File: config.mk
export PLATFORM = sky130hd
export DESIGN_NAME = adc_hysteresis_trigger
export DESIGN_NICKNAME = d
export VERILOG_FILES = /design/src/rtl/adc_hysteresis_trigger_pkg.sv /design/src/rtl/adc_hysteresis_trigger_sample_qualifier.sv /design/src/rtl/adc_hysteresis_trigger.sv
export SDC_FILE = /design/constraint.sdc
export NUM_CORES = 1
export LEC_CHECK = 0
export CAP_MARGIN = 20
export CORE_ASPECT_RATIO = 0.8
export CORE_UTILIZATION = 41
export DETAILED_ROUTE_END_ITERATION = 10
export PLACE_DENSITY = 0.88
export SLEW_MARGIN = 20
export SYNTH_ARGS = -nofsm -noshare
export SYNTH_HDL_FRONTEND = slang
export SYNTH_SLANG_ARGS = --single-unit
File: constraint.sdc
create_clock -name clk -period 2.6 [get_ports clk]
set_input_delay 0.39 -clock clk [delete_from_list [all_inputs] [get_ports clk]]
set_output_delay 0.39 -clock clk [all_outputs]
set_load 0.01 [all_outputs]
File: src/rtl/adc_hysteresis_trigger_pkg.sv
// adc_hysteresis_trigger_pkg: FSM encoding and default thresholds for the hysteresis trigger
package adc_hysteresis_trigger_pkg;
  typedef enum logic [1:0] {
    LOW       = 2'b00,
    PEND_HIGH = 2'b01,
    HIGH      = 2'b10,
    PEND_LOW  = 2'b11
  } trig_state_t;
  localparam int HIGH_THRESHOLD = -100;
  localparam int LOW_THRESHOLD  = -150;
endpackage

File: src/rtl/adc_hysteresis_trigger_sample_qualifier.sv
// adc_hysteresis_trigger_sample_qualifier: signed threshold compares and registered config check
module adc_hysteresis_trigger_sample_qualifier #(
  parameter int ADC_WIDTH = 14
) (
  input  logic                 clk,
  input  logic                 aresetn,
  input  logic [ADC_WIDTH-1:0] sample,
  input  logic [ADC_WIDTH-1:0] high_threshold,
  input  logic [ADC_WIDTH-1:0] low_threshold,
  output logic                 qh,
  output logic                 ql,
  output logic                 cfg_bad,
  output logic                 cfg_error
);
  assign qh      = $signed(sample) >= $signed(high_threshold);
  assign ql      = $signed(sample) <= $signed(low_threshold);
  assign cfg_bad = $signed(high_threshold) <= $signed(low_threshold);
  always_ff @(posedge clk or negedge aresetn)
    if (!aresetn) cfg_error <= 1'b0;
    else cfg_error <= cfg_bad;
endmodule

File: src/rtl/adc_hysteresis_trigger.sv
// adc_hysteresis_trigger: hysteresis + consecutive-sample filter turning ADC samples into a square wave
module adc_hysteresis_trigger
  import adc_hysteresis_trigger_pkg::*;
#(
  parameter int ADC_WIDTH        = 14,
  parameter int AXIS_TDATA_WIDTH = 32,
  parameter int HOLD_WIDTH       = 8
) (
  input  logic                        clk,
  input  logic                        aresetn,
  input  logic [AXIS_TDATA_WIDTH-1:0] s_axis_tdata,
  input  logic                        s_axis_tvalid,
  output logic                        s_axis_tready,
  input  logic [ADC_WIDTH-1:0]        high_threshold,
  input  logic [ADC_WIDTH-1:0]        low_threshold,
  input  logic [HOLD_WIDTH-1:0]       hold_samples,
  output logic                        trig_out,
  output logic                        rise_pulse,
  output logic                        fall_pulse,
  output logic                        cfg_error
);
  trig_state_t           state, state_d;
  logic [HOLD_WIDTH-1:0] hold_cnt, cnt_d, n_eff, cnt_inc;
  logic                  qh, ql, cfg_bad, ready_q, unused_tdata;
  assign unused_tdata = ^s_axis_tdata[AXIS_TDATA_WIDTH-1:ADC_WIDTH];
  adc_hysteresis_trigger_sample_qualifier #(.ADC_WIDTH(ADC_WIDTH)) u_qual (
    .clk            (clk),
    .aresetn        (aresetn),
    .sample         (s_axis_tdata[ADC_WIDTH-1:0]),
    .high_threshold (high_threshold),
    .low_threshold  (low_threshold),
    .qh             (qh),
    .ql             (ql),
    .cfg_bad        (cfg_bad),
    .cfg_error      (cfg_error)
  );
  assign n_eff   = hold_samples == '0 ? HOLD_WIDTH'(1) : hold_samples;
  assign cnt_inc = &hold_cnt ? hold_cnt : hold_cnt + 1'b1;
  // a pending state completes on >= so lowering the hold mid-streak finishes on the next qualifier
  always_comb begin
    state_d = state;
    cnt_d   = hold_cnt;
    if (cfg_bad) cnt_d = '0;
    else if (s_axis_tvalid)
      case (state)
        LOW: if (qh) begin
          state_d = n_eff == HOLD_WIDTH'(1) ? HIGH : PEND_HIGH;
          cnt_d   = n_eff == HOLD_WIDTH'(1) ? '0 : HOLD_WIDTH'(1);
        end
        PEND_HIGH: begin
          state_d = !qh ? LOW : cnt_inc >= n_eff ? HIGH : PEND_HIGH;
          cnt_d   = qh && cnt_inc < n_eff ? cnt_inc : '0;
        end
        HIGH: if (ql) begin
          state_d = n_eff == HOLD_WIDTH'(1) ? LOW : PEND_LOW;
          cnt_d   = n_eff == HOLD_WIDTH'(1) ? '0 : HOLD_WIDTH'(1);
        end
        default: begin
          state_d = !ql ? HIGH : cnt_inc >= n_eff ? LOW : PEND_LOW;
          cnt_d   = ql && cnt_inc < n_eff ? cnt_inc : '0;
        end
      endcase
  end
  always_ff @(posedge clk or negedge aresetn)
    if (!aresetn) begin
      state      <= LOW;
      hold_cnt   <= '0;
      rise_pulse <= 1'b0;
      fall_pulse <= 1'b0;
      ready_q    <= 1'b0;
    end else begin
      state      <= state_d;
      hold_cnt   <= cnt_d;
      rise_pulse <= state_d[1] & ~state[1];
      fall_pulse <= ~state_d[1] & state[1];
      ready_q    <= 1'b1;
    end
  // HIGH and PEND_LOW share bit 1, so the output is simply the registered state's top bit
  assign trig_out      = state[1];
  assign s_axis_tready = ready_q;
endmodule

==> qor.txt <==
Outcome -> finished with violations
Violations in the final reports -> setup timing
Number of core rows -> 22
Endpoint required time on the critical path -> 2.73 ns
Count of maximum capacitance violations -> 0
Final-report hold violation count -> 0
Worst-case clock skew -> 0.00190 ns
Post-layout net count -> 500
Most frequent cells in the layout -> 69 x sky130_fd_sc_hd__buf_4, 32 x sky130_fd_sc_hd__ha_1, 31 x sky130_fd_sc_hd__inv_1
Wire length per cell after detailed routing -> 18.4 µm
Warning count from the yosys run -> 0
Number of pins with negative max-slew slack in the final report -> 0
Number of antenna repair diodes -> 0
Ys async rst share -> 1.00
Setup repair after global routing missed its margin -> true
Sequential-to-total area share from yosys stat -> 0.175
Post-route minimum period -> 2.71 ns
Synthesized instance count -> 244
Core ar. -> 0.00465 mm²
DR vias -> 2553
Setup slack after placement -> -0.597 ns
Sum of overflow across all layers after global routing -> 0
Peak supply drop -> 0.000383 V
Layout Cells excl Fill -> 437
Cell Area, Placed -> 0.00305 mm²
Longest Clk Path Bufs -> 2
Die W -> 80.1 µm
Most common cell after layout, fill and taps aside -> sky130_fd_sc_hd__buf_4
CP Class -> reg -> reg
Number of CTS-inserted buffers -> 3
Residual DRC -> 0
Buffer type at the clock tree root -> sky130_fd_sc_hd__clkbuf_8
Number of nets with antenna violations after routing -> 0
Global-route wire length before repair -> 11000 µm
Relative area change from synthesis to final layout -> 79.6%
Die Y-Extent -> 64.5 µm
Number of enable-type register cells in the synthesized netlist -> 0
Origin of the critical flop-to-flop path -> hold_cnt[0]$_DFFE_PN0P_
Count of placed standard cells including taps -> 411
Crit-path max FO -> 4
Clock latency at the later pin of the worst-skew pair -> 0.25 ns
Via count normalized by instance count -> 5.84
Design area -> 0.00359 mm²
Worst relative slew slack -> 0.595
Power per standard cell area -> 367 mW/mm²
CTS H-Tree Depth -> 1
Fraction of layout instances using a drive strength above 1 -> 0.440
Synth Area per Inst -> 8.20 µm²
Area of the mapped netlist -> 0.00200 mm²
I/O Pins -> 76
Worst Path Arrival -> 2.84 ns
Leakage component of the power -> 1.77 nW
Setup-failing EPs final -> 11
Tcrit/Tclk final -> 1.04
Hold Crit Class -> in -> async
Post-Route WL -> 8040 µm
Slew at the pin closest to its max-slew limit -> 0.605 ns
Count of port buffers added during placement -> 57
Global placer's final weighted congestion -> 0.847
Largest net degree at the start of global routing -> 15
Crit. Startpoint -> hold_cnt[0]$_DFFE_PN0P_
Sort of element at the start of the critical path -> flop
Clock Sinks -> 14
Number of different library cells in the post-synthesis netlist -> 41
Final HPWL from detailed placement -> 4960 µm
Effective utilization at floorplan -> 0.430
Global-route usage over all layers -> 0.275
Post-layout worst setup margin -> -0.112 ns
Via count of the first global-routing pass -> 2511
Die ar. -> 0.00517 mm²
Highest Clock Rate -> 0.369 GHz
Number of antenna violations at the first check in global routing -> 0
Initial detailed-routing violation count -> 146
TritonCTS clock tree -> done
Filler Cell Count -> 281
Number of buffers added to fix hold violations after cts -> 0
Net count of the mapped netlist -> 366
Detailed-router iteration count before antenna repair -> 4
Count of state elements after synthesis -> 14
Most instantiated flip-flop cell in the synthesis netlist -> sky130_fd_sc_hd__dfrtp_1
Endpoint kind of the worst setup timing path -> flop
Worst-path clk slew -> 0.06 ns
## per-stage QoR
stage / hold slack [ns] / total power, W / TNS (ns) / utilization
after floorplan: 0.0944 / 0.000602 / 0 / -
after global placement: 0.502 / 0.000878 / -4.05 / 0.656
after detailed placement: 0.532 / 0.000909 / -5.41 / 0.656
after CTS: 0.538 / 0.00118 / -0.00923 / 0.727
after global routing: 0.573 / 0.00138 / -2.01 / 0.773
final: 0.520 / 0.00132 / -1.01 / 0.773
## synth_stat cells (2+ instances only)
master	number	share of area
sky130_fd_sc_hd__a211oi_1	4	0.015
sky130_fd_sc_hd__a21oi_1	19	0.047
sky130_fd_sc_hd__a31oi_1	3	0.0094
sky130_fd_sc_hd__a32o_1	7	0.035
sky130_fd_sc_hd__and3_1	3	0.0094
sky130_fd_sc_hd__dfrtp_1	14	0.18
sky130_fd_sc_hd__ha_1	51	0.32
sky130_fd_sc_hd__inv_1	44	0.083
sky130_fd_sc_hd__mux2_2	2	0.011
sky130_fd_sc_hd__nand2_1	15	0.028
sky130_fd_sc_hd__nand2b_1	3	0.0094
sky130_fd_sc_hd__nand3_1	6	0.015
sky130_fd_sc_hd__nand4_1	11	0.034
sky130_fd_sc_hd__nor2_1	9	0.017
sky130_fd_sc_hd__nor2b_1	3	0.0094
sky130_fd_sc_hd__nor3_1	8	0.020
sky130_fd_sc_hd__nor4_1	4	0.012
sky130_fd_sc_hd__o21a_1	3	0.011
sky130_fd_sc_hd__o21ai_0	8	0.020
sky130_fd_sc_hd__o31ai_1	3	0.011
sky130_fd_sc_hd__xnor2_1	4	0.017
## cells by family after synthesis
logic type,synth area share
fa+ha+maj,0.319
simple gates,0.191
compound gates,0.197
buf+inv,0.0881
flops,0.175
xor+xnor,0.0175
other cells,0.00187
mux,0.0112
## final timing paths
check	endpoint	slack [ns]	cells past startpoint
min reg2reg	rise_pulse$_DFF_PN0_	0.55	1
max	state[1]$_DFF_PN0_	-0.11	14
min in group clk	rise_pulse$_DFF_PN0_	0.55	1
max in group asynchronous	hold_cnt[7]$_DFFE_PN0P_	1.69	1
max reg2reg	state[1]$_DFF_PN0_	-0.11	14
min	fall_pulse$_DFF_PN0_	0.52	1
## registers in the layout (all words and copies together), names as in the netlist
register and flops:
s_axis_tready 1, fall_pulse 1, state 2, rise_pulse 1, u_qual.cfg_error 1, hold_cnt 8
## routing by layer
layer	track usage	routed length [µm]	vias to the layer above	share of wire
li1	-	-	1166	-
met5	0	0	-	0
met4	0.100	484	0	0.060
met3	0.0465	460	48	0.057
met2	0.530	4040	135	0.50
met1	0.297	3060	1204	0.38
## report_power, final
part,switching (W),internal (W),leakage [nW]
registers,0.0000309,0.000248,0.185
logic,0.000406,0.000415,1.56
clock network,0.0000838,0.000134,0.0288
## critical path, cell delays in order, from the launching register on
cell and delay, ns:
sky130_fd_sc_hd__dfrtp_1 0.41, sky130_fd_sc_hd__ha_4 0.18, sky130_fd_sc_hd__nand2_4 0.07, sky130_fd_sc_hd__nor2_4 0.04, sky130_fd_sc_hd__nand3_4 0.09, sky130_fd_sc_hd__buf_4 0.11
sky130_fd_sc_hd__nand4_1 0.15, sky130_fd_sc_hd__xnor2_2 0.20, sky130_fd_sc_hd__ha_2 0.32, sky130_fd_sc_hd__nand4_1 0.14, sky130_fd_sc_hd__a31oi_1 0.22, sky130_fd_sc_hd__o21bai_2 0.12
sky130_fd_sc_hd__o21a_1 0.22, sky130_fd_sc_hd__nor3_2 0.22, sky130_fd_sc_hd__a21oi_1 0.07
## layout make-up
cell class,count,area (µm²),share of cell area
multi-input cells,185,1900,0.527
inverters,44,165,0.0459
well taps,60,75.1,0.0209
repair buffers,130,1050,0.293
clock buffers,4,55.1,0.0153
flip-flops and latches,14,350,0.0975
## timing repair
item                                    4_1_cts  5_1_grt
endpoints found under the hold margin         0        0
endpoints found under the setup margin       12       12
setup buffers                                10       12
gates resized for setup                      70       74
pin swaps                                    31       27
(Power assumes the default switching activity.)
